**src/rtl/fir_pkg.sv**
```systemverilog
// Shared types for the block-floating-point normalizer: exponent width/type and defaults.
// EXP_W matches the shift port of the downstream arithmetic right-shifter.
package fir_pkg;
    localparam int EXP_W          = 5;
    localparam int DATA_W_DEFAULT = 16;

    typedef logic [EXP_W-1:0] exp_t;

    localparam exp_t EXP_MAX = '1;

    function automatic exp_t exp_min(input exp_t a, input exp_t b);
        return (a < b) ? a : b;
    endfunction
endpackage

```
**src/rtl/lsb_count.sv**
```systemverilog
// Redundant-sign-bit counter: number of bits below the MSB that equal the sign bit.
// Purely combinational; result ranges 0..DATA_W-1.
module lsb_count
    import fir_pkg::*;
#(
    parameter int DATA_W = DATA_W_DEFAULT
) (
    input  logic [DATA_W-1:0] data_i,
    output exp_t              count_o
);

    logic run;

    always_comb begin
        count_o = '0;
        run     = 1'b1;
        for (int i = DATA_W - 2; i >= 0; i--) begin
            if (run && (data_i[i] == data_i[DATA_W-1])) begin
                count_o = count_o + exp_t'(1);
            end else begin
                run = 1'b0;
            end
        end
    end

endmodule

```
**src/rtl/fir_normalizer.sv**
```systemverilog
// Two-stage sample normalizer with valid/ready handshake and per-frame block exponent.
// Stage 1 holds the sample and its clamped exponent; stage 2 holds the shifted mantissa.
module fir_normalizer
    import fir_pkg::*;
#(
    parameter int DATA_W    = DATA_W_DEFAULT,
    parameter int MAX_SHIFT = 15,
    parameter int FRAME_LEN = 64
) (
    input  logic              clk,
    input  logic              rst_n,
    input  logic [DATA_W-1:0] in_data,
    input  logic              in_valid,
    output logic              in_ready,
    output logic [DATA_W-1:0] out_mant,
    output logic [EXP_W-1:0]  out_exp,
    output logic              out_valid,
    input  logic              out_ready,
    output logic [EXP_W-1:0]  frame_exp,
    output logic              frame_done
);

    localparam int                CNT_W       = $clog2(FRAME_LEN);
    localparam exp_t              SHIFT_CLAMP = exp_t'(MAX_SHIFT);
    localparam logic [CNT_W-1:0]  LAST_IDX    = CNT_W'(FRAME_LEN - 1);

    logic              s1_valid_q;
    logic [DATA_W-1:0] s1_data_q;
    exp_t              s1_exp_q;
    exp_t              s1_exp_d;
    exp_t              rsb_cnt;

    logic              out_valid_q;
    logic [DATA_W-1:0] out_mant_q;
    exp_t              out_exp_q;

    logic [CNT_W-1:0]  frame_cnt_q;
    logic [CNT_W-1:0]  frame_cnt_d;
    exp_t              run_min_q;
    exp_t              run_min_d;
    exp_t              frame_exp_q;
    logic              frame_done_q;

    logic s2_free;
    logic s1_free;
    logic in_xfer;
    logic out_xfer;

    lsb_count #(.DATA_W(DATA_W)) u_lsb_count (
        .data_i  (in_data),
        .count_o (rsb_cnt)
    );

    assign s1_exp_d = (rsb_cnt > SHIFT_CLAMP) ? SHIFT_CLAMP : rsb_cnt;

    // Ready depends only on registered state and out_ready, never on in_valid.
    assign s2_free  = ~out_valid_q | out_ready;
    assign s1_free  = ~s1_valid_q | s2_free;
    assign in_ready = rst_n & s1_free;
    assign in_xfer  = in_valid & in_ready;
    assign out_xfer = out_valid_q & out_ready;

    assign frame_cnt_d = (frame_cnt_q == LAST_IDX) ? '0 : frame_cnt_q + CNT_W'(1);
    assign run_min_d   = exp_min(run_min_q, out_exp_q);

    always_ff @(posedge clk or negedge rst_n) begin
        if (!rst_n) begin
            s1_valid_q <= 1'b0;
            s1_data_q  <= '0;
            s1_exp_q   <= '0;
        end else if (s1_free) begin
            s1_valid_q <= in_valid;
            if (in_xfer) begin
                s1_data_q <= in_data;
                s1_exp_q  <= s1_exp_d;
            end
        end
    end

    always_ff @(posedge clk or negedge rst_n) begin
        if (!rst_n) begin
            out_valid_q <= 1'b0;
            out_mant_q  <= '0;
            out_exp_q   <= '0;
        end else if (s2_free) begin
            out_valid_q <= s1_valid_q;
            if (s1_valid_q) begin
                out_mant_q <= s1_data_q << s1_exp_q;
                out_exp_q  <= s1_exp_q;
            end
        end
    end

    // Frame bookkeeping advances only on output transfers, so stalls never double-count.
    always_ff @(posedge clk or negedge rst_n) begin
        if (!rst_n) begin
            frame_cnt_q  <= '0;
            run_min_q    <= EXP_MAX;
            frame_exp_q  <= '0;
            frame_done_q <= 1'b0;
        end else begin
            frame_done_q <= 1'b0;
            if (out_xfer) begin
                frame_cnt_q <= frame_cnt_d;
                if (frame_cnt_q == LAST_IDX) begin
                    frame_exp_q  <= run_min_d;
                    frame_done_q <= 1'b1;
                    run_min_q    <= EXP_MAX;
                end else begin
                    run_min_q <= run_min_d;
                end
            end
        end
    end

    assign out_valid  = out_valid_q;
    assign out_mant   = out_mant_q;
    assign out_exp    = out_exp_q;
    assign frame_exp  = frame_exp_q;
    assign frame_done = frame_done_q;

endmodule

```
**config.mk**
```make
export PLATFORM = sky130hd
export DESIGN_NAME = fir_normalizer
export DESIGN_NICKNAME = d
export VERILOG_FILES = /design/src/rtl/fir_pkg.sv /design/src/rtl/lsb_count.sv /design/src/rtl/fir_normalizer.sv
export SDC_FILE = /design/constraint.sdc
export NUM_CORES = 1
export LEC_CHECK = 0
export ABC_AREA = 0
export CAP_MARGIN = 20
export CORE_AREA = 5 5 109 111
export CTS_CLUSTER_DIAMETER = 150
export DETAILED_ROUTE_END_ITERATION = 8
export DIE_AREA = 0 0 114 116
export PLACE_DENSITY = 0.66
export SLEW_MARGIN = 20
export SYNTH_ARGS = -nofsm -noshare
export SYNTH_HDL_FRONTEND = slang
export SYNTH_HIERARCHICAL = 1
export SYNTH_SLANG_ARGS = --single-unit
```
**constraint.sdc**
```tcl
create_clock -name clk -period 1.63 [get_ports clk]
set_clock_uncertainty 0.05 [all_clocks]
set_input_delay 0.326 -clock clk [delete_from_list [all_inputs] [get_ports clk]]
set_output_delay 0.326 -clock clk [all_outputs]
set_load 0.02 [all_outputs]
```
Yosys cells after proc, flatten, opt, wreduce, memory -nomap -nowiden
Cells that the tools add are included.
{"block": "word_totals", "register_bits": 61, "in_bits": 20, "out_inout_bits": 29, "word_cells": 103}
{"block": "op_classes", "n_addsub": 15, "n_lt_le_gt_ge": 2, "eq_ne": 16, "shifts": 1, "n_mux": 35, "bitwise_logic": 7, "n_reduce_logical": 17}
{"op": "$mux W5", "count": 17}
{"op": "$add A5 B1 Y5 const B", "count": 14}
{"op": "$mux W1", "count": 17}
{"op": "$shl A16 B5 Y16", "count": 1}
{"op": "$eq A1 B1 Y1", "count": 15}
{"op": "$logic_and A1 B1 Y1", "count": 14}
{"op": "$add A6 B1 Y6 const B", "count": 1}
{"op": "$eq A6 B6 Y1 const B", "count": 1}
{"op": "$mux W6", "count": 1}
{"op": "$reduce_and A2 Y1", "count": 3}
{"op": "$gt A5 B4 Y1 const B", "count": 1}
{"op": "$lt A5 B5 Y1", "count": 1}
{"op": "$and A1 B1 Y1", "count": 3}
{"op": "$not A1 Y1", "count": 2}
{"op": "$or A1 B1 Y1", "count": 2}

Logic depth before layout (Yosys ltp)
Gate-level depths: netlist of run 1.
{"block": "depth", "depth_word": 32, "depth_mapped": 39, "ltp_nobuf": 37}

Hierarchy
The synthesis of run 1 kept the hierarchy.
{"mod": "fir_normalizer", "n_inst": 1, "cells_each": 268, "area_each_um2": 3159.3, "seq_area_each_um2": 1532.7}
{"mod": "lsb_count", "n_inst": 1, "cells_each": 232, "area_each_um2": 1536.5, "seq_area_each_um2": 0.0}

Worst setup path after synthesis of run 1
Ideal clock, no wire load.
{"block": "synth_timing", "kind": "in2reg", "startpoint": "input in_data[15]", "endpoint": "register s1_exp_q[2]", "setup_ps": 126, "arrival_ps": 6766, "required_ps": 1454, "slack_ps": -5312, "stages": 37, "path_buffers": 3, "cell_sequence": "buf_4 -> clkbuf_1 -> clkbuf_1 -> or3_1 -> nand2_1 -> ha_1 -> o21ai_0 -> inv_1 -> ha_1 -> a21o_1 -> ha_1 -> o31a_1 -> o21ai_0 -> o21ai_0 -> ha_1 -> nor2_1 -> nor2_1 -> a21oi_1 -> o21ai_0 -> nand3_1 -> o21a_1 -> a21oi_1 -> inv_1 -> ha_1 -> o211ai_1 -> o21ai_0 -> ha_1 -> a21oi_1 -> a21oi_1 -> ha_1 -> o21ai_0 -> a2111oi_2 -> mux2i_1 -> o22ai_1 -> xnor3_1 -> nor3_1 -> a21oi_1"}
{"block": "synth_between", "elab_chain_cells": 32, "elab_cells_between_ends": 74, "classes_between": "14 x add/sub; 1 x order compare; 15 x eq/ne; 30 x mux; 14 x reduce/logical"}
{"element": "from (decl)", "line": "fir_normalizer.sv:12", "source": "input logic [DATA_W-1:0] in_data,"}
{"element": "$eq A1 B1 Y1", "line": "lsb_count.sv:18", "source": "if (run && (data_i[i] == data_i[DATA_W-1])) begin"}
{"element": "$mux W1", "line": "lsb_count.sv:18"}
{"element": "$add A5 B1 Y5 or $logic_and A1 B1 Y1 (tied branches)", "line": "lsb_count.sv:19, lsb_count.sv:18"}
{"element": "$mux W5 or $mux W1 (tied branches)", "line": "lsb_count.sv:18"}
{"element": "$add A5 B1 Y5 or $logic_and A1 B1 Y1 (tied branches)", "line": "lsb_count.sv:19, lsb_count.sv:18"}
{"element": "$mux W5 or $mux W1 (tied branches)", "line": "lsb_count.sv:18"}
{"element": "$add A5 B1 Y5 or $logic_and A1 B1 Y1 (tied branches)", "line": "lsb_count.sv:19, lsb_count.sv:18"}
{"element": "$mux W5 or $mux W1 (tied branches)", "line": "lsb_count.sv:18"}
{"element": "[... 17 more ...]"}
{"element": "$mux W5 or $mux W1 (tied branches)", "line": "lsb_count.sv:18"}
{"element": "$add A5 B1 Y5 or $logic_and A1 B1 Y1 (tied branches)", "line": "lsb_count.sv:19, lsb_count.sv:18"}
{"element": "$mux W5 or $mux W1 (tied branches)", "line": "lsb_count.sv:18"}
{"element": "$add A5 B1 Y5 or $logic_and A1 B1 Y1 (tied branches)", "line": "lsb_count.sv:19, lsb_count.sv:18"}
{"element": "$mux W5 (*)", "line": "lsb_count.sv:18"}
{"element": "net rsb_cnt[4]", "line": "fir_normalizer.sv:31", "source": "exp_t rsb_cnt;"}
{"element": "$gt A5 B4 Y1 (*)", "line": "fir_normalizer.sv:54", "source": "assign s1_exp_d = (rsb_cnt > SHIFT_CLAMP) ? SHIFT_CLAMP : rsb_cnt;"}
{"element": "$mux W5 (*)", "line": "fir_normalizer.sv:54"}
{"element": "to (signal assigned)", "line": "fir_normalizer.sv:75", "source": "s1_exp_q <= s1_exp_d;"}
{"element": "to (decl)", "line": "fir_normalizer.sv:29", "source": "exp_t s1_exp_q;"}
Mark *: on every way through the listed nets, which the timed path passes. The rest lies on a longest branch.
A chain may end at the register's enable or synchronous reset.

Worst setup path in the final report of run 1
Same ends and word-level chain as after synthesis.

==> results of run 1 <==
stage by stage:
| step | total power [uW] | hold slack (ns) | utilization [%] |
|---|---|---|---|
| 2_1_floorplan | 4030 | -0.0196 | - |
| 3_3_place_gp | 5090 | 0.413 | 59.2 |
| 3_5_place_dp | 5200 | 0.425 | 59.2 |
| 4_1_cts | 6750 | 0.248 | 61.9 |
| 5_1_grt | 7600 | 0.306 | 65.4 |
| 6_report | 7170 | 0.211 | 65.4 |
layout make-up:
cell class                 instances  area share [%]
clock buffer                      12            2.22
timing repair buffer             198            23.6
multi-input combinational        399            47.7
clock inverter                     4            1.00
inverter                          16           0.894
sequential                        61            22.0
tap                              140            2.50
power by group through the flow:
stage / registers (uW) / clock network, uW / logic [uW]
2_1_floorplan: 2410 / 0 / 1620
3_3_place_gp: 2270 / 0 / 2820
3_5_place_dp: 2290 / 0 / 2910
4_1_cts: 2260 / 1560 / 2930
5_1_grt: 2340 / 1600 / 3660
6_report: 2290 / 1520 / 3370
registers in the layout (all words and copies together) (netlist names):
register,flops
frame_exp,5
frame_done,1
out_exp,5
out_valid,1
frame_cnt_q,6
out_mant,16
run_min_q,5
s1_data_q,16
s1_exp_q,5
s1_valid_q,1
layout by cell type (no fill, tap or decap), types with 12 or more instances in the layout:
cell | synthesis | final
buf_4 | 1 | 143
dfrtp_1 | 56 | 49
nand2_1 | 46 | 44
nor2_1 | 37 | 32
mux2i_1 | 29 | 26
dlygate4sd2_1 | 0 | 26
a21oi_1 | 29 | 23
mux2_2 | 22 | 22
o21ai_1 | 8 | 16
o21ai_0 | 33 | 16
nand3_1 | 13 | 13
clkdlybuf4s50_1 | 0 | 12
tightest hold or removal path: cells and delay by family:
family	cells	cell delay, ns
buf+inv	3	0.79
cell families (layout without fill, tap and decap cells):
| group | count (synthesis) | in the layout |
|---|---|---|
| AND/OR/NAND/NOR | 162 | 162 |
| buffers and inverters | 40 | 230 |
| multiplexers | 60 | 60 |
| adder cells (fa/ha/maj) | 18 | 18 |
| AO/OA/AOI/OAI | 130 | 130 |
| XOR/XNOR | 29 | 29 |
| flip-flops | 61 | 61 |
layer usage:
layer | GRT usage (%) | up-vias
met2 | 32.4 | 91
met3 | 2.77 | 21
met1 | 25.2 | 2253
li1 | - | 2224
met5 | 0 | -
met4 | 6.02 | 0
what timing repair did:
action	in CTS	in global routing
gates cloned	0	2
setup buffers	7	9
pin swaps	33	44
endpoints found under the setup margin	50	30
resized for setup	65	59
final timing paths:
check / startpoint / endpoint / depth (start not counted) / slack, ns
min in group clk: in_data[14] / s1_data_q[14] / 3 / 0.31
max in group asynchronous: rst_n / s1_exp_q[1] / 3 / 0.79
hold / removal: rst_n / frame_cnt_q[2] / 3 / 0.21
hold reg to reg: out_mant[5] / out_mant[5] / 2 / 0.43
setup reg to reg: run_min_q[3] / run_min_q[0] / 5 / -0.15
setup / recovery: in_data[15] / s1_exp_q[2] / 35 / -4.29
==> results by group, run 1 <==
Logic synthesis
  • Simple-Gate Fraction of Synth Area: 17.3%
  • Synth unique cells: 64
  • Syn_area_per_cell: 9.39 sq um
  • Xor/xnor share of the synthesized area: 7.06%
  • Syn Inst Count: 500
  • Most common cell in the netlist: dfrtp_1
  • Yosys top cell by area: dfrtp_1
  • Top cell type's share of synthesized area: 29.8%
  • Mux cell area share after synthesis: 15.8%
  • Cell Area, Synth: 4700 sq um
  • Largest family of logic cells by synthesized area: compound AO/OA/AOI/OAI gates
  • Syn nets: 537
  • Flip-flop and latch count after synthesis: 61
  • Adder-Cell Fraction of Synth Area: 4.74%
  • Compound-cell area share of the yosys netlist: 17.9%
  • Synth top cells by count: dfrtp_1, nand2_1, nor2_1, o21ai_0
  • Number of synthesized flops with an enable pin: 0
  • Register area share after synthesis: 32.6%
  • Largest cells by area after synthesis: dfrtp_1, mux2i_1, mux2_2
  • Ys async rst share: 100%
  • Synth warn: 6
  • Top FF cell, synth: dfrtp_1

Final layout
  • Fillers: 887
  • Reg area: 1540 sq um
  • Non-Filler Instances: 830
  • ANT cells: 0
  • Nets: 722
  • Layout cell share with drive strength beyond 1: 40.6%
  • Area grow syn2layout: 49.0%
  • Multi-input gate area: 3340 sq um
  • Post-route cell area: 7000 sq um

Clock tree
  • Clock sink total: 61
  • CTS Buf Count: 9
  • CTS Hold Bufs: 0
  • Root Buffer: clkbuf_8
  • Max Root-Sink Buffers: 2
  • CTS tree: built
  • Reg clk slew, reported paths: 0.07 ns
  • Htree depth: 3
  • Clk_lat worst skew: 0.35 ns

Placement
  • DP Worst Slack: -5.17 ns
  • Post-Place Cells: 796
  • Gpl congestion: 0.876
  • DP Wirelength: 9500 um
  • Port bufs: 48
  • Cell area after placement: 6340 sq um

Worst setup path
  • Crit path required time: 1.81 ns
  • Worst setup SP type: input port
  • Delay-heaviest family, CP: compound AO/OA/AOI/OAI gates
  • Crit Path Max Fanout: 5
  • CP peak stage delay: 0.39 ns
  • Setup CP Type: input port to flip-flop
  • Crit path DAT: 6.10 ns
  • Critical Path Most Common Cell: ha_4
  • Slowest cell on the critical path: or3_4
  • Crit path buf inv count: 3
  • Crit path capture type: flip-flop

Timing
  • FMAX: 0.169 GHz
  • Slew at the pin with the worst max-slew slack: 0.743 ns
  • Unrepaired setup endpoints after global routing: yes
  • Final Hold Fails: 0
  • Final Max Tran Viols: 0
  • # setup viols final: 16
  • Normalized max-slew margin: 50.5%
  • Period utilization: 363%
  • Setup ws final: -4.29 ns
  • Final min period: 5.92 ns
  • Setup TNS: -18.17 ns

Global routing
  • Total GRT Usage: 19.1%
  • Initial antenna violation count: 0
  • Largest net degree at the start of global routing: 62
  • First-pass GRT wire length: 20800 um
  • GR Overflow Total: 0
  • Vias in the first global route: 4462

Drt
  • WL met1: 5810 um
  • Detailed route wirelength on metal2: 6510 um
  • DR pass1 iterations: 4
  • Vias: 4589
  • Post-DRT Antenna Nets: 0
  • Total routed wirelength: 12900 um
  • Routed len/inst: 15.6 um
  • Uppermost layer routed: met4
  • DR iter-0 viols: 166
  • Drc violations: 0
  • Routed wl met3: 408 um
  • Average via count per standard cell: 5.53

Run
  • Max_cap viols: 0

Die
  • Core ar.: 10700 sq um
  • Initial Util: 43.9%
  • DIE WIDTH: 114 um
  • Std cell rows: 38
  • Chip Height: 116 um
  • Die area: 13200 sq um
  • Io pins: 49

Power and ir drop
  • P_int: 4600 uW
  • Comb pwr share: 47.0%
  • Clock network power share: 21.2%
  • Sequential power share: 31.9%
  • Pwr Density: 1030 nW/um^2
  • Switching Share: 35.9%
  • Static leakage: 0.00316 uW
  • Sw power: 2570 uW
  • Peak supply drop: 0.550 mV

Outcome
  • Failing checks: negative setup slack
  • Status: complete, but fails checks

Worst hold path
  • Hold Path Class: input port to async pin
(Power assumes the default switching activity.)
==> run 2, diff against run 1 <==
CORE_AREA = 2 2 106 108   (was 5 5 109 111)
DIE_AREA = 0 0 108 110   (was 0 0 114 116)
==> results by group, run 2 (same netlist as run 1, synthesis figures left out) <==
Timing
  • Hold WS: 0.198 ns (was 0.211 ns)
  • FMAX: 0.172 GHz (was 0.169 GHz)
  • Normalized max-slew margin: 49.9% (was 50.5%)
  • # setup viols final: 15 (was 16)
  • Setup ws final: -4.18 ns (was -4.29 ns)
  • Final Max Tran Viols: 0 (unchanged)
  • Final min period: 5.81 ns (was 5.92 ns)
  • Slew at the pin with the worst max-slew slack: 0.752 ns (was 0.743 ns)
  • Unrepaired setup endpoints after global routing: yes (unchanged)
  • Period utilization: 357% (was 363%)
  • Final Hold Fails: 0 (unchanged)

Die
  • Die area: 11900 sq um (was 13200 sq um)
  • Initial Util: 43.9% (unchanged)
  • Chip Height: 110 um (was 116 um)
  • Core ar.: 10700 sq um (unchanged)
  • Std cell rows: 38 (unchanged)
  • DIE WIDTH: 108 um (was 114 um)
  • Io pins: 49 (unchanged)

Outcome
  • Status: complete, but fails checks (unchanged)
  • Failing checks: negative setup slack (unchanged)

Power and ir drop
  • Static leakage: 0.00315 uW (was 0.00316 uW)
  • Total power draw: 7220 uW (was 7170 uW)
  • Peak supply drop: 0.598 mV (was 0.550 mV)
  • Pwr Density: 1030 nW/um^2 (about the same)

Worst setup path
  • Worst setup SP type: input port (unchanged)
  • Crit Path Max Fanout: 4 (was 5)
  • Delay-heaviest family, CP: compound AO/OA/AOI/OAI gates (unchanged)
  • Setup CP Type: input port to flip-flop (unchanged)
  • Crit path DAT: 6.00 ns (was 6.10 ns)
  • Crit path buf inv count: 3 (unchanged)
  • Slowest cell on the critical path: or3_4 (unchanged)
  • CP peak stage delay: 0.39 ns (about the same)
  • Crit path required time: 1.81 ns (about the same)
  • Crit path capture type: flip-flop (unchanged)

Drt
  • Routed len/inst: 15.2 um (was 15.6 um)
  • DR pass1 iterations: 4 (unchanged)
  • Post-DRT Antenna Nets: 0 (unchanged)
  • Average via count per standard cell: 5.42 (was 5.53)
  • DR iter-0 viols: 209 (was 166)
  • Total routed wirelength: 12600 um (was 12900 um)
  • Drc violations: 0 (unchanged)
  • Vias: 4495 (was 4589)

Placement
  • Port bufs: 48 (unchanged)
  • DP Wirelength: 9150 um (was 9500 um)
  • Gpl congestion: 0.908 (was 0.876)
  • Post-Place Cells: 791 (was 796)

Clock tree
  • CTS tree: built (unchanged)
  • Clock sink total: 61 (unchanged)
  • Clk_lat worst skew: 0.35 ns (about the same)
  • Max Root-Sink Buffers: 2 (unchanged)
  • Root Buffer: clkbuf_8 (unchanged)
  • CTS Buf Count: 9 (unchanged)
  • Htree depth: 3 (unchanged)
  • Reg clk slew, reported paths: 0.07 ns (about the same)
  • CTS Hold Bufs: 0 (unchanged)

Global routing
  • Largest net degree at the start of global routing: 62 (unchanged)
  • Total GRT Usage: 21.4% (was 19.1%)
  • Vias in the first global route: 4403 (was 4462)
  • GR Overflow Total: 0 (unchanged)
  • First-pass GRT wire length: 20300 um (was 20800 um)
  • Initial antenna violation count: 0 (unchanged)

Final layout
  • Nets: 722 (unchanged)
  • Most frequent cells in the layout: buf_4, dfrtp_1, nand2_1 (unchanged)
  • Fin util: 65.6% (was 65.4%)
  • Fillers: 853 (was 887)
  • Area grow syn2layout: 49.4% (was 49.0%)
  • ANT cells: 0 (unchanged)
  • Non-Filler Instances: 830 (unchanged)
  • Commonest non-fill, non-tap cell in the layout: buf_4 (unchanged)
  • Reg area: 1540 sq um (about the same)
  • Multi-input gate area: 3360 sq um (was 3340 sq um)
  • Layout cell share with drive strength beyond 1: 41.0% (was 40.6%)

Worst hold path
  • Hold Path Class: input port to async pin (unchanged)

Run
  • Max_cap viols: 0 (unchanged)
-- run 2: cell count changes in the layout (fill, tap and decap cells not counted), moves of 2 or more --
| cell | before | now |
|---|---|---|
| buf_4 | 143 | 141 |
| buf_6 | 4 | 6 |
| clkdlybuf4s15_1 | 2 | 4 |
| nand2_1 | 44 | 42 |
| nand2_2 | 1 | 3 |
| nand3_1 | 13 | 11 |
| nand3_2 | 0 | 2 |
-- run 2: layout make-up --
| cell class | count | area share (%) |
|---|---|---|
| multi-input cells | 399 | 47.9 |
| inverters | 16 | 0.856 |
| flip-flops and latches | 61 | 22.0 |
| clock inverters | 6 | 1.23 |
| clock buffers | 10 | 1.96 |
| well taps | 140 | 2.50 |
| repair buffers | 198 | 23.6 |
-- run 2: where the power goes --
part | total (uW) | switching (uW) | internal, uW
combinational | 3440 | 1670 | 1770
sequential | 2280 | 341 | 1940
clock | 1500 | 601 | 898
-- run 2: timing repair --
action	CTS	global route
setup buffers	11	11
pin swaps	43	35
hold endpoints to repair	0	0
cloned	0	2
endpoints found under the setup margin	50	26
gates resized for setup	75	55
-- run 2: worst paths after layout --
check                             start        endpoint  slack [ns]  cells after the start
max                         in_data[13]     s1_exp_q[1]       -4.18                     35
min                               rst_n  frame_cnt_q[2]        0.20                      3
max reg2reg                run_min_q[4]    run_min_q[1]       -0.12                      6
min reg2reg                 out_mant[5]     out_mant[5]        0.44                      2
max in group asynchronous         rst_n      out_exp[4]        0.78                      3
min in group clk            in_data[15]   s1_data_q[15]        0.31                      3
-- run 2: routing by layer --
layer / global-route usage, % / up-vias / share of wire (%)
met2: 37.5 / 82 / 50
met3: 3.64 / 18 / 3.3
li1: - / 2221 / -
met5: 0 / - / 0
met1: 27.4 / 2174 / 44
met4: 5.68 / 0 / 1.8
-- run 2: tightest hold or removal path, delay by kind of cell --
family	cells	cell delay (ns)
buffers and inverters	3	0.78
-- run 2: metrics by stage --
stage	setup TNS, ns	area (sq um)	worst slack (ns)
after floorplan	-18.19	4850	-4.57
after global placement	-29.75	6300	-4.81
after detailed placement	-31.17	6300	-4.97
after CTS	-16.61	6660	-4.13
after global routing	-19.31	7020	-4.47
final	-17.58	7020	-4.18
